[config.mk]
export PLATFORM = sky130hd
export DESIGN_NAME = mag_window_stats
export DESIGN_NICKNAME = d
export VERILOG_FILES = /design/src/rtl/mag_pkg.sv /design/src/rtl/mag_minmax_track.sv /design/src/rtl/mag_window_stats.sv
export SDC_FILE = /design/constraint.sdc
export NUM_CORES = 1
export LEC_CHECK = 0
export ABC_CLOCK_PERIOD_IN_PS = 3350
export BUFFER_PORTS_ARGS = -buffer_cell sky130_fd_sc_hd__buf_2
export CORE_UTILIZATION = 57
export DETAILED_ROUTE_END_ITERATION = 7
export PLACE_DENSITY = 0.82
export SLEW_MARGIN = 20
export SYNTH_ARGS = -nofsm -noshare
export SYNTH_HDL_FRONTEND = slang
export SYNTH_SLANG_ARGS = --single-unit
export TNS_END_PERCENT = 100
[constraint.sdc]
create_clock -name clk -period 3.35 [get_ports clk]
set_clock_uncertainty 0.15 [all_clocks]
set_input_delay 0.67 -clock clk [delete_from_list [all_inputs] [get_ports clk]]
set_output_delay 0.67 -clock clk [all_outputs]
set_load 0.05 [all_outputs]
[src/rtl/mag_pkg.sv]
// Shared types and defaults for the magnitude pipeline (magnitude stage,
// window statistics and the chip output mux).
package mag_pkg;

  localparam int MAG_W         = 8;
  localparam int DEF_LOG2_WIN  = 4;
  localparam int DEF_ALARM_CNT = 8;

  typedef enum logic [1:0] {
    IDLE = 2'd0,
    ACC  = 2'd1,
    DONE = 2'd2
  } mag_state_e;

endpackage

[src/rtl/mag_minmax_track.sv]
// Running max/min register pair. The next-state values are exported so the
// caller can latch a result that already includes the current sample.
module mag_minmax_track
  import mag_pkg::*;
(
  input  logic             clk,
  input  logic             rst_n,
  input  logic             load,
  input  logic             update,
  input  logic [MAG_W-1:0] sample,
  output logic [MAG_W-1:0] max_q,
  output logic [MAG_W-1:0] min_q,
  output logic [MAG_W-1:0] max_d,
  output logic [MAG_W-1:0] min_d
);

  always_comb begin
    max_d = max_q;
    min_d = min_q;
    if (load) begin
      max_d = sample;
      min_d = sample;
    end else if (update) begin
      max_d = (sample > max_q) ? sample : max_q;
      min_d = (sample < min_q) ? sample : min_q;
    end
  end

  always_ff @(posedge clk) begin
    if (!rst_n) begin
      max_q <= '0;
      min_q <= '0;
    end else begin
      max_q <= max_d;
      min_q <= min_d;
    end
  end

endmodule

[src/rtl/mag_window_stats.sv]
// Per-window peak/min/average/exceed-count statistics over non-overlapping
// windows of 2^LOG2_WIN accepted magnitude samples, plus a sticky alarm.
module mag_window_stats
  import mag_pkg::*;
#(
  parameter int LOG2_WIN  = DEF_LOG2_WIN,
  parameter int ALARM_CNT = DEF_ALARM_CNT
) (
  input  logic             clk,
  input  logic             rst_n,
  input  logic [MAG_W-1:0] mag_in,
  input  logic             mag_valid,
  input  logic [MAG_W-1:0] threshold,
  input  logic             clear,
  output logic [MAG_W-1:0] peak_out,
  output logic [MAG_W-1:0] min_out,
  output logic [MAG_W-1:0] avg_out,
  output logic [MAG_W-1:0] above_out,
  output logic             win_done,
  output logic             alarm
);

  localparam int SUM_W   = MAG_W + LOG2_WIN;
  localparam int CNT_W   = LOG2_WIN;
  localparam int ABOVE_W = LOG2_WIN + 1;
  localparam logic [CNT_W-1:0] LAST_CNT = '1;

  mag_state_e         state_q, state_d;
  logic [SUM_W-1:0]   sum_q, sum_d, sum_next;
  logic [CNT_W-1:0]   cnt_q, cnt_d;
  logic [ABOVE_W-1:0] run_above_q, run_above_d, above_next;
  logic [MAG_W-1:0]   peak_q, peak_d, min_out_q, min_out_d;
  logic [MAG_W-1:0]   avg_q, avg_d, above_out_q, above_out_d;
  logic               win_done_q, win_done_d, alarm_q, alarm_d;
  logic               mm_load, mm_update, hit;
  logic [8:0]         above_ext;
  logic [MAG_W-1:0]   above_sat;
  logic [MAG_W-1:0]   run_max_q, run_min_q, run_max_d, run_min_d;

  mag_minmax_track u_minmax (
    .clk    (clk),
    .rst_n  (rst_n),
    .load   (mm_load),
    .update (mm_update),
    .sample (mag_in),
    .max_q  (run_max_q),
    .min_q  (run_min_q),
    .max_d  (run_max_d),
    .min_d  (run_min_d)
  );

  always_comb begin
    hit         = (mag_in >= threshold);
    sum_next    = sum_q + SUM_W'(mag_in);
    above_next  = run_above_q + ABOVE_W'(hit);
    above_ext   = 9'(above_next);
    above_sat   = (above_ext > 9'd255) ? 8'hFF : above_ext[7:0];
    state_d     = state_q;
    sum_d       = sum_q;
    cnt_d       = cnt_q;
    run_above_d = run_above_q;
    peak_d      = peak_q;
    min_out_d   = min_out_q;
    avg_d       = avg_q;
    above_out_d = above_out_q;
    win_done_d  = 1'b0;
    alarm_d     = alarm_q;
    mm_load     = 1'b0;
    mm_update   = 1'b0;
    if (clear) begin
      state_d     = IDLE;
      sum_d       = '0;
      cnt_d       = '0;
      run_above_d = '0;
      alarm_d     = 1'b0;
    end else begin
      case (state_q)
        ACC: begin
          if (mag_valid) begin
            mm_update = 1'b1;
            // Closing sample: latch results including it and restart the window
            if (cnt_q == LAST_CNT) begin
              peak_d      = run_max_d;
              min_out_d   = run_min_d;
              avg_d       = MAG_W'(sum_next >> LOG2_WIN);
              above_out_d = above_sat;
              win_done_d  = 1'b1;
              if (int'(above_sat) >= ALARM_CNT) alarm_d = 1'b1;
              sum_d       = '0;
              cnt_d       = '0;
              run_above_d = '0;
              state_d     = DONE;
            end else begin
              sum_d       = sum_next;
              cnt_d       = cnt_q + CNT_W'(1);
              run_above_d = above_next;
            end
          end
        end
        default: begin
          if (mag_valid) begin
            mm_load     = 1'b1;
            sum_d       = SUM_W'(mag_in);
            cnt_d       = CNT_W'(1);
            run_above_d = ABOVE_W'(hit);
            state_d     = ACC;
          end else begin
            state_d = IDLE;
          end
        end
      endcase
    end
  end

  always_ff @(posedge clk) begin
    if (!rst_n) begin
      state_q     <= IDLE;
      sum_q       <= '0;
      cnt_q       <= '0;
      run_above_q <= '0;
      peak_q      <= '0;
      min_out_q   <= '0;
      avg_q       <= '0;
      above_out_q <= '0;
      win_done_q  <= 1'b0;
      alarm_q     <= 1'b0;
    end else begin
      state_q     <= state_d;
      sum_q       <= sum_d;
      cnt_q       <= cnt_d;
      run_above_q <= run_above_d;
      peak_q      <= peak_d;
      min_out_q   <= min_out_d;
      avg_q       <= avg_d;
      above_out_q <= above_out_d;
      win_done_q  <= win_done_d;
      alarm_q     <= alarm_d;
    end
  end

  assign peak_out  = peak_q;
  assign min_out   = min_out_q;
  assign avg_out   = avg_q;
  assign above_out = above_out_q;
  assign win_done  = win_done_q;
  assign alarm     = alarm_q;

endmodule

==> results.py, run 1 <==
metrics = {
    "clocking": {
        "path_clk_slew_ps": 80,
        "cts_resized": 0,
        "hold_buffers": 0,
        "htree_levels": 3,
        "cts.path.max_buffers": 2,
        "cts_tree": "built",
        "cts.sinks": 70,
        "cts_buffers": 9,
        "post-cts-setup-buffers": 0,
        "root_buffer": "clkbuf_8",
        "insertion_delay_ps": 350,
    },
    "routing": {
        "drc_errors": 0,
        "wl_um": 9080,
        "viasPerCell": 5.98,
        "ant_nets": 0,
        "num_vias": 3398,
        "wl_per_cell_um": 16.0,
        "drt_first_pass_iters": 7,
        "first_iter_violations": 133,
    },
    "floorplan": {
        "dieHeight_um": 82.9,
        "die_area_mm2": 0.00688,
        "die_w_um": 82.9,
        "ios": 54,
        "num_rows": 29,
        "initial_core_util": 0.588,
        "core-area_mm2": 0.00635,
    },
    "run_status": {
        "status": "finished clean",
    },
    "logic_synthesis": {
        "ys_ff_latch": 70,
        "synth_edf_count": 0,
        "netlist.area_leader.share": 0.375,
        "synth.largest_area_cell": "dfxtp_1",
        "synth_area_per_cell_um2": 8.54,
        "async_flop_share": 0,
        "synth_flop_cell": "dfxtp_1",
        "synth.distinct_cells": 49,
        "yosysSeqAreaShare": 0.375,
        "netlist_instances": 437,
        "yosysWarnings": 0,
        "synth.cell_area_mm2": 0.00373,
        "synth_area_leaders": "dfxtp_1 (38%), ha_1 (11%), a21oi_1 (6.4%), mux2i_1 (4.8%), nor2_1 (3.9%)",
    },
    "pwr": {
        "power_w": 0.00186,
        "leakagePower_nw": 1.90,
        "p_int_w": 0.00138,
        "power_switching_w": 0.000480,
        "p_per_area_mw_per_mm2": 435,
        "p_seq_frac": 0.461,
        "comb_power_share": 0.130,
        "swShare": 0.258,
        "ir_worst_vdd_uv": 383,
        "p_clk_frac": 0.409,
    },
    "cells_and_area": {
        "n_antenna_cell": 0,
        "stdcell_count": 568,
        "regArea_mm2": 0.00140,
        "layout.nets": 541,
        "num-fill-cells": 524,
        "drive_gt1_frac": 0.169,
        "multi_input_area_mm2": 0.00213,
        "syn2layout_area_growth_pct": 14.6,
    },
    "setup_path": {
        "cp_top_family": "compound AO/OA/AOI/OAI gates",
        "worstReg2RegEnd": "peak_out[6]",
        "crit_chain": "buf_2, inv_1, ha_1, nand2b_1, a21o_1, a21o_1, a21oi_1, o21ai_0, ha_1, ha_1, nand3_1, xor2_1, nand2_1, a21oi_1, nor2_1",
        "cp.required_ps": 3450,
        "max_stage_delay_ps": 280,
        "worst-setup-path-type": "primary input to register",
        "reg2reg_from": "u_minmax.max_q[5]",
        "regToRegSetupSlack_ps": 900,
        "crit_fanout": 4,
        "cp_num_buf_inv": 2,
        "critPathLaunchType": "primary input",
        "cp_data_arrival_time_ps": 2950,
        "critPathMostFrequentCell": "ha_1",
        "worst-r2r-cell-count": 8,
        "critPathSlowestCell": "ha_1",
        "cp-end-kind": "register",
    },
    "grt": {
        "grt_pass1_wl_um": 15200,
        "antenna_found_initial": 0,
        "grtUsageTotal": 0.276,
        "grt_pass1_vias": 3302,
        "grt_max_degree": 31,
        "grt-ovfl-total": 0,
    },
    "sta": {
        "fmax_ghz": 0.350,
        "worst_pin_slew_ps": 694,
        "tns_ps": 0,
        "rsz0062_at_grt": "no",
        "setup_viol": 0,
        "hold_viol": 0,
        "worst_hold_slack_ps": 315,
        "timing.final.crit_share": 0.852,
        "max_slew_margin": 0.537,
        "slew_viol_final": 0,
        "fin_crit_ps": 2860,
    },
    "hold_path": {
        "min_to": "avg_out[3]",
        "whs_path_depth": 2,
        "min_path_type": "register to register",
        "min_from": "avg_out[3]",
    },
    "placement": {
        "dpl.cell_count": 552,
        "gp_congestion": 0.907,
        "portBuffers": 50,
        "place_hpwl_um": 6440,
    },
    "job": {
        "cap_violations": 0,
    },
}
## cells by family after synthesis
| family | count (synthesis) | synth area share |
|---|---|---|
| AND/OR/NAND/NOR | 129 | 0.171 |
| AO/OA/AOI/OAI | 126 | 0.210 |
| flip-flops | 70 | 0.375 |
| buffers and inverters | 50 | 0.0563 |
| adder cells (fa/ha/maj) | 35 | 0.119 |
| multiplexers | 18 | 0.0483 |
| XOR/XNOR | 8 | 0.0188 |
| other | 1 | 0.00100 |
## final cells by class
class	count	share of cell area
well taps	77	0.0225
flip-flops and latches	70	0.327
multi-input cells	319	0.499
repair buffers	60	0.0760
inverters	26	0.0228
clock buffers	11	0.0330
clock inverters	5	0.0193
## how the worst max path moves through the flow
stage / start / endpoint / slack (ps) / cells past startpoint
final: mag_in[0] / alarm / 490 / 15
after global routing: mag_in[0] / alarm / 340 / 15
after floorplan: mag_in[0] / alarm / 430 / 14
after CTS: mag_in[0] / alarm / 500 / 15
after global placement: mag_in[0] / alarm / 170 / 15
after detailed placement: mag_in[0] / alarm / 160 / 15
## cell usage after synthesis, types with 2 or more instances
master and number:
clkbuf_1 15, a211oi_1 8, buf_4 5, o211ai_1 4
inv_1 24, xor2_1 4, a311oi_1 3, a21o_1 8
nand4b_1 2, a222oi_1 3, ha_1 34, dfxtp_1 70
nor2_1 39, nor2b_1 4, o21ai_1 2, nand2_1 26
nand4_1 7, nand3_1 25, or3_1 5, a21oi_1 48
o31ai_1 7, and3_1 2, o22ai_1 3, nand2b_1 6
o21ai_0 29, nor3_1 5, xnor2_1 4, buf_2 3
mux2i_1 18, a22oi_1 4, or4_1 2
## worst register-to-register path, cell delays in order, from the launching register on
cell and delay [ps]:
dfxtp_1 340, inv_1 50, ha_1 300, nand4_1 130, a31oi_1 170, nor4_1 70
or4_1 730, mux2i_1 310, a21oi_1 100
## sequential cells by signal (all words and copies together), names as in the netlist
signal          cells
state_q             2
run_above_q         5
avg_out             8
u_minmax.min_q      8
min_out             8
above_out           5
sum_q              12
win_done            1
alarm               1
u_minmax.max_q      8
cnt_q               4
peak_out            8
## power groups by stage
stage | clock network (W) | logic [W] | registers [W]
after floorplan | 0 | 0.000171 | 0.000873
after detailed placement | 0 | 0.000234 | 0.000876
after CTS | 0.000768 | 0.000239 | 0.000857
final | 0.000761 | 0.000242 | 0.000857
after global routing | 0.000807 | 0.000266 | 0.000859
after global placement | 0 | 0.000227 | 0.000875
## stage by stage
stage,area [µm²],worst slack [ps],utilization
final,4280,494,0.674
after global routing,4280,344,0.674
after CTS,4280,499,0.674
after detailed placement,4060,159,0.639
after global placement,4060,167,0.639
after floorplan,3740,435,-
## metal layers
layer | global-route usage | routed length [µm] | up-vias
li1 | - | - | 1667
met1 | 0.326 | 3950 | 1598
met2 | 0.468 | 4340 | 113
met3 | 0.0666 | 523 | 20
met4 | 0.133 | 256 | 0
met5 | 0 | 0 | -
## cells in the final DEF (no fill, tap or decap), types with 2 or more instances in the layout
master / Yosys / routed
dfxtp_1: 70 / 70
buf_2: 3 / 50
a21oi_1: 48 / 48
nor2_1: 39 / 39
ha_1: 34 / 34
o21ai_0: 29 / 29
nand2_1: 26 / 26
nand3_1: 25 / 25
inv_1: 24 / 24
mux2i_1: 18 / 18
clkbuf_8: 0 / 10
buf_4: 5 / 10
a21o_1: 8 / 8
a211oi_1: 8 / 8
nand4_1: 7 / 7
o31ai_1: 7 / 7
nand2b_1: 6 / 6
or3_1: 5 / 5
nor2b_1: 4 / 4
nor3_1: 5 / 4
xor2_1: 4 / 4
xnor2_1: 4 / 4
a22oi_1: 4 / 4
o211ai_1: 4 / 4
a222oi_1: 3 / 3
a311oi_1: 3 / 3
o22ai_1: 3 / 3
conb_1: 1 / 3
nand4b_1: 2 / 2
or4_1: 2 / 2
nor3_2: 1 / 2
and3_1: 2 / 2
o21ai_1: 2 / 2
clkinv_4: 0 / 2
bufinv_16: 0 / 2
No activity file was read; power rests on OpenSTA's default activity.
==> run 2, diff against run 1 <==
BUFFER_PORTS_ARGS = -buffer_cell sky130_fd_sc_hd__buf_4   (was -buffer_cell sky130_fd_sc_hd__buf_2)
==> run 2 against run 1 <==
Compared with the run above:
- routed wire length grew 1.9%
- via count up 1.1%
- largest power group unchanged
- die area is the same
==> results.py, run 2 (synthesis gave the netlist of run 1 again) <==
metrics = {
    "grt": {
        "grt_max_degree": 35,
        "grt_pass1_wl_um": 15500,
        "antenna_found_initial": 0,
        "gr-usage-met1": 0.344,
        "top_usage_layer": "met2",
        "gr-usage-met3": 0.0577,
        "grt-ovfl-total": 0,
        "grt_use_met2": 0.464,
        "grtUsageTotal": 0.283,
        "grt_pass1_vias": 3353,
    },
    "sta": {
        "fmax_ghz": 0.347,
        "max_slew_margin": 0.558,
        "tns_ps": 0,
        "slew_viol_final": 0,
        "hold_viol": 0,
        "fin_crit_ps": 2880,
        "worst_pin_slew_ps": 663,
        "timing.final.crit_share": 0.861,
        "rsz0062_at_grt": "no",
        "setup_viol": 0,
    },
    "cells_and_area": {
        "stdcell_count": 566,
        "mostFrequentLayoutCells": "dfxtp_1 (70), buf_4 (58), a21oi_1 (48)",
        "syn2layout_area_growth_pct": 17.0,
        "multi_input_area_mm2": 0.00213,
        "num-fill-cells": 517,
        "largest_reg_flops": 12,
        "regMostFlops": "sum_q",
        "drive_gt1_frac": 0.164,
        "layout.nets": 539,
        "n_antenna_cell": 0,
        "regArea_mm2": 0.00140,
        "final_common_cell": "dfxtp_1",
    },
    "clocking": {
        "post-cts-setup-buffers": 0,
        "cts_tree": "built",
        "cts_resized": 0,
        "root_buffer": "clkbuf_8",
        "hold_buffers": 0,
        "path_clk_slew_ps": 70,
        "cts.path.max_buffers": 2,
        "insertion_delay_ps": 350,
        "htree_levels": 3,
        "cts_buffers": 9,
        "cts.sinks": 70,
    },
    "routing": {
        "drt_first_pass_iters": 5,
        "ant_nets": 0,
        "wl_um": 9250,
        "num_vias": 3434,
        "drc_errors": 0,
        "first_iter_violations": 203,
        "wl_per_cell_um": 16.3,
        "viasPerCell": 6.07,
    },
    "placement": {
        "gp_congestion": 0.886,
        "place_hpwl_um": 6470,
        "dpl.cell_count": 550,
        "portBuffers": 50,
    },
    "setup_path": {
        "cp_data_arrival_time_ps": 2970,
        "cp.required_ps": 3440,
        "critPathLaunchType": "primary input",
        "worst-setup-path-type": "primary input to register",
        "critPathSlowestCell": "ha_1",
        "max_stage_delay_ps": 270,
        "cp_num_buf_inv": 2,
        "crit_fanout": 4,
        "cp-end-kind": "register",
        "crit_chain": "buf_4, inv_1, ha_1, nand2b_1, a21o_1, a21o_1, a21oi_1, o21ai_0, ha_1, ha_1, nand3_1, xor2_1, nand2_1, a21oi_1, nor2_1",
        "cp_top_family": "compound AO/OA/AOI/OAI gates",
        "critPathMostFrequentCell": "ha_1",
    },
    "run_status": {
        "status": "finished clean",
    },
    "pwr": {
        "power_w": 0.00180,
        "leakagePower_nw": 1.89,
        "p_per_area_mw_per_mm2": 412,
        "ir_worst_vdd_uv": 278,
    },
    "floorplan": {
        "num_rows": 29,
        "initial_core_util": 0.588,
        "dieHeight_um": 82.9,
        "ios": 54,
        "core-area_mm2": 0.00635,
        "die_area_mm2": 0.00688,
        "die_w_um": 82.9,
    },
    "job": {
        "cap_violations": 0,
    },
    "hold_path": {
        "min_path_type": "register to register",
    },
}
-- run 2: cell count changes in the layout (fill, tap and decap cells not counted), sizes merged --
cell and change:
clkbuf +2, bufinv -1, clkinvlp +1, buf -2, clkinv -2
-- run 2: metrics by stage --
step	utilization	hold WS [ps]	setup WS (ps)	cell area (µm²)
finish	0.688	316	466	4370
floorplan	-	291	435	3740
detailed placement	0.656	300	145	4170
global placement	0.656	299	184	4170
global route	0.688	339	273	4370
CTS	0.688	312	491	4370
-- run 2: final cells by class --
cell class	count	share of cell area
inverter	26	0.0223
multi-input combinational	319	0.489
sequential	70	0.321
clock inverter	3	0.00974
tap	77	0.0221
clock buffer	13	0.0364
timing repair buffer	58	0.0997
-- run 2: layer usage --
metal  vias up  routed length [µm]
li1       1668                   -
met4         0                 292
met5         -                   0
met3        23                 595
met2       125                4410
met1      1618                3950
-- run 2: power by group --
group / switching (W) / internal (W) / leakage (nW)
combinational: 0.000150 / 0.0000953 / 1.23
clock: 0.000314 / 0.000384 / 0.0996
sequential: 0.00000998 / 0.000848 / 0.567
-- run 2: worst register-to-register path, stage by stage, from the launching register on --
cell and delay, ps:
dfxtp_1 360, inv_1 50, ha_1 330, nand4b_1 130
a31oi_1 180, nor4_1 80, or4_1 740, mux2i_1 340
a21oi_1 110
-- run 2: worst paths after layout --
| kind | cells past startpoint | to | start | slack, ps |
|---|---|---|---|---|
| worst max register to register | 8 | peak_out[7] | u_minmax.max_q[3] | 770 |
| worst min-delay path | 2 | avg_out[1] | avg_out[1] | 320 |
| worst max-delay path | 15 | alarm | mag_in[0] | 470 |
| worst min register to register | 2 | avg_out[1] | avg_out[1] | 320 |
==> run 3, diff against run 2 <==
CORE_ASPECT_RATIO = 0.8   (was default)
==> run 3 against run 2 <==
Compared with the run above:
- final cell count increased by 0.53%
- critical endpoint unchanged
- non-clock buffer count decreased by 1
- hold slack improved by 6.1 ps
- global-route usage increased by 1.4 points
- fmax decreased by 1.1%
- routed wire length increased by 1.0%
- register-to-register slack improved by 80 ps
- largest power group is now clock
- clock power increased by 31%
- highest routed layer unchanged
- combinational power increased by 2%
- sequential share of layout area decreased by 0.48 points
- utilization increased by 3.9 points
==> results.py, run 3 (synthesis gave the netlist of run 1 again) <==
metrics = {
    "floorplan": {
        "ios": 54,
        "die_w_um": 92.5,
        "num_rows": 25,
        "initial_core_util": 0.612,
        "dieHeight_um": 74.4,
        "core-area_mm2": 0.00610,
        "die_area_mm2": 0.00688,
    },
    "sta": {
        "hold_viol": 0,
        "fin_crit_ps": 2920,
        "slew_viol_final": 0,
        "rsz0062_at_grt": "no",
        "timing.final.crit_share": 0.870,
        "max_slew_margin": 0.520,
        "fmax_ghz": 0.343,
        "worst_hold_slack_ps": 322,
        "setup_viol": 0,
        "worst_pin_slew_ps": 720,
        "worst_slack_ps": 434,
        "tns_ps": 0,
    },
    "grt": {
        "grt_pass1_vias": 3291,
        "grt_pass1_wl_um": 15700,
        "grt-ovfl-total": 0,
        "antenna_found_initial": 0,
        "grtUsageTotal": 0.297,
        "grt_max_degree": 51,
    },
    "placement": {
        "dpl.cell_count": 553,
        "gp_congestion": 0.840,
        "portBuffers": 50,
        "dp_slack_ps": 116,
        "place_hpwl_um": 6460,
    },
    "pwr": {
        "power_switching_w": 0.000491,
        "swShare": 0.242,
        "ir_worst_vdd_uv": 285,
        "p_int_w": 0.00153,
        "p_clk_frac": 0.453,
        "comb_power_share": 0.124,
        "p_seq_frac": 0.423,
        "leakagePower_nw": 1.92,
        "p_per_area_mw_per_mm2": 457,
        "power_w": 0.00202,
    },
    "clocking": {
        "cts_resized": 0,
        "cts.sinks": 70,
        "post-cts-setup-buffers": 0,
        "hold_buffers": 0,
        "insertion_delay_ps": 350,
        "path_clk_slew_ps": 80,
        "root_buffer": "clkbuf_8",
        "cts_buffers": 9,
        "cts.path.max_buffers": 2,
        "htree_levels": 3,
        "cts_tree": "built",
    },
    "hold_path": {
        "min_path_type": "register to register",
        "whs_path_depth": 2,
    },
    "routing": {
        "first_iter_violations": 190,
        "ant_nets": 0,
        "viasPerCell": 6.04,
        "wl_per_cell_um": 16.4,
        "wl_um": 9350,
        "drt_first_pass_iters": 5,
        "num_vias": 3439,
        "drc_errors": 0,
    },
    "setup_path": {
        "critPathLaunchType": "primary input",
        "cp-end-kind": "register",
        "critPathMostFrequentCell": "ha_1",
        "crit_fanout": 4,
        "max_stage_delay_ps": 230,
        "cp_num_buf_inv": 2,
        "crit_chain": "buf_4, inv_1, ha_1, nand2b_1, a21o_1, a21o_1, a21oi_1, o21ai_0, ha_1, ha_1, nand3_1, xor2_1, nand2_1, a21oi_1, nor2_1",
        "cp_top_family": "compound AO/OA/AOI/OAI gates",
        "critPathSlowestCell": "ha_1",
        "cp.required_ps": 3420,
        "cp.depth": 15,
        "worst-r2r-cell-count": 8,
        "cp_data_arrival_time_ps": 2990,
        "worst-setup-path-type": "primary input to register",
    },
    "cells_and_area": {
        "regMostFlops": "sum_q",
        "syn2layout_area_growth_pct": 18.7,
        "num-fill-cells": 486,
        "drive_gt1_frac": 0.166,
        "stdcell_count": 569,
        "n_antenna_cell": 0,
        "largest_reg_flops": 12,
        "layout.nets": 538,
        "mostFrequentLayoutCells": "dfxtp_1 (70), buf_4 (57), a21oi_1 (48)",
        "final_common_cell": "dfxtp_1",
    },
    "run_status": {
        "status": "finished clean",
    },
    "job": {
        "cap_violations": 0,
    },
}
==> run 3: cell types whose count changed in the layout (fill, tap and decap cells not counted) <==
cell | previous run | this run
bufinv_16 | 1 | 4
clkbuf_1 | 2 | 0
clkbuf_8 | 11 | 10
buf_4 | 58 | 57
==> run 3: metal layers <==
| metal | up-vias | GRT usage | share of wire |
|---|---|---|---|
| met5 | - | 0 | 0 |
| met4 | 0 | 0.0972 | 0.015 |
| met3 | 15 | 0.0900 | 0.076 |
| met2 | 128 | 0.486 | 0.46 |
| met1 | 1631 | 0.381 | 0.45 |
| li1 | 1665 | - | - |
==> run 3: power groups by stage <==
stage	clock network, W	logic, W	registers (W)
after global routing	0.000959	0.000278	0.000859
after CTS	0.000926	0.000247	0.000857
after detailed placement	0	0.000241	0.000876
after global placement	0	0.000233	0.000875
final	0.000917	0.000250	0.000857
after floorplan	0	0.000171	0.000873
==> run 3: layout make-up <==
type | instances | area [µm²] | share of cell area
clock inverter | 6 | 133 | 0.0299
inverter | 26 | 97.6 | 0.0220
clock buffer | 10 | 138 | 0.0310
timing repair buffer | 57 | 428 | 0.0965
sequential | 70 | 1400 | 0.316
multi-input combinational | 319 | 2130 | 0.482
tap | 81 | 101 | 0.0229
==> run 3: path summary, 6_finish.rpt <==
kind / slack [ps] / from / to
worst max-delay path: 430 / mag_in[0] / alarm
worst min-delay path: 320 / avg_out[1] / avg_out[1]
worst max register to register: 850 / u_minmax.max_q[6] / peak_out[5]
worst min register to register: 320 / avg_out[1] / avg_out[1]
==> run 3: worst register-to-register path, delay by kind of cell (launching register included) <==
| kind | cells | cell delay [ps] |
|---|---|---|
| DFF | 1 | 340 |
| and+or+nand+nor | 3 | 940 |
| buffers and inverters | 1 | 50 |
| AOI/OAI and AO/OA | 2 | 290 |
| adders and majority gates | 1 | 300 |
| muxes | 1 | 310 |
==> run 3: through the flow <==
step,cell area [µm²],utilization
2_1_floorplan,3740,-
3_3_place_gp,4160,0.682
3_5_place_dp,4160,0.682
4_1_cts,4430,0.727
5_1_grt,4430,0.727
6_report,4430,0.727
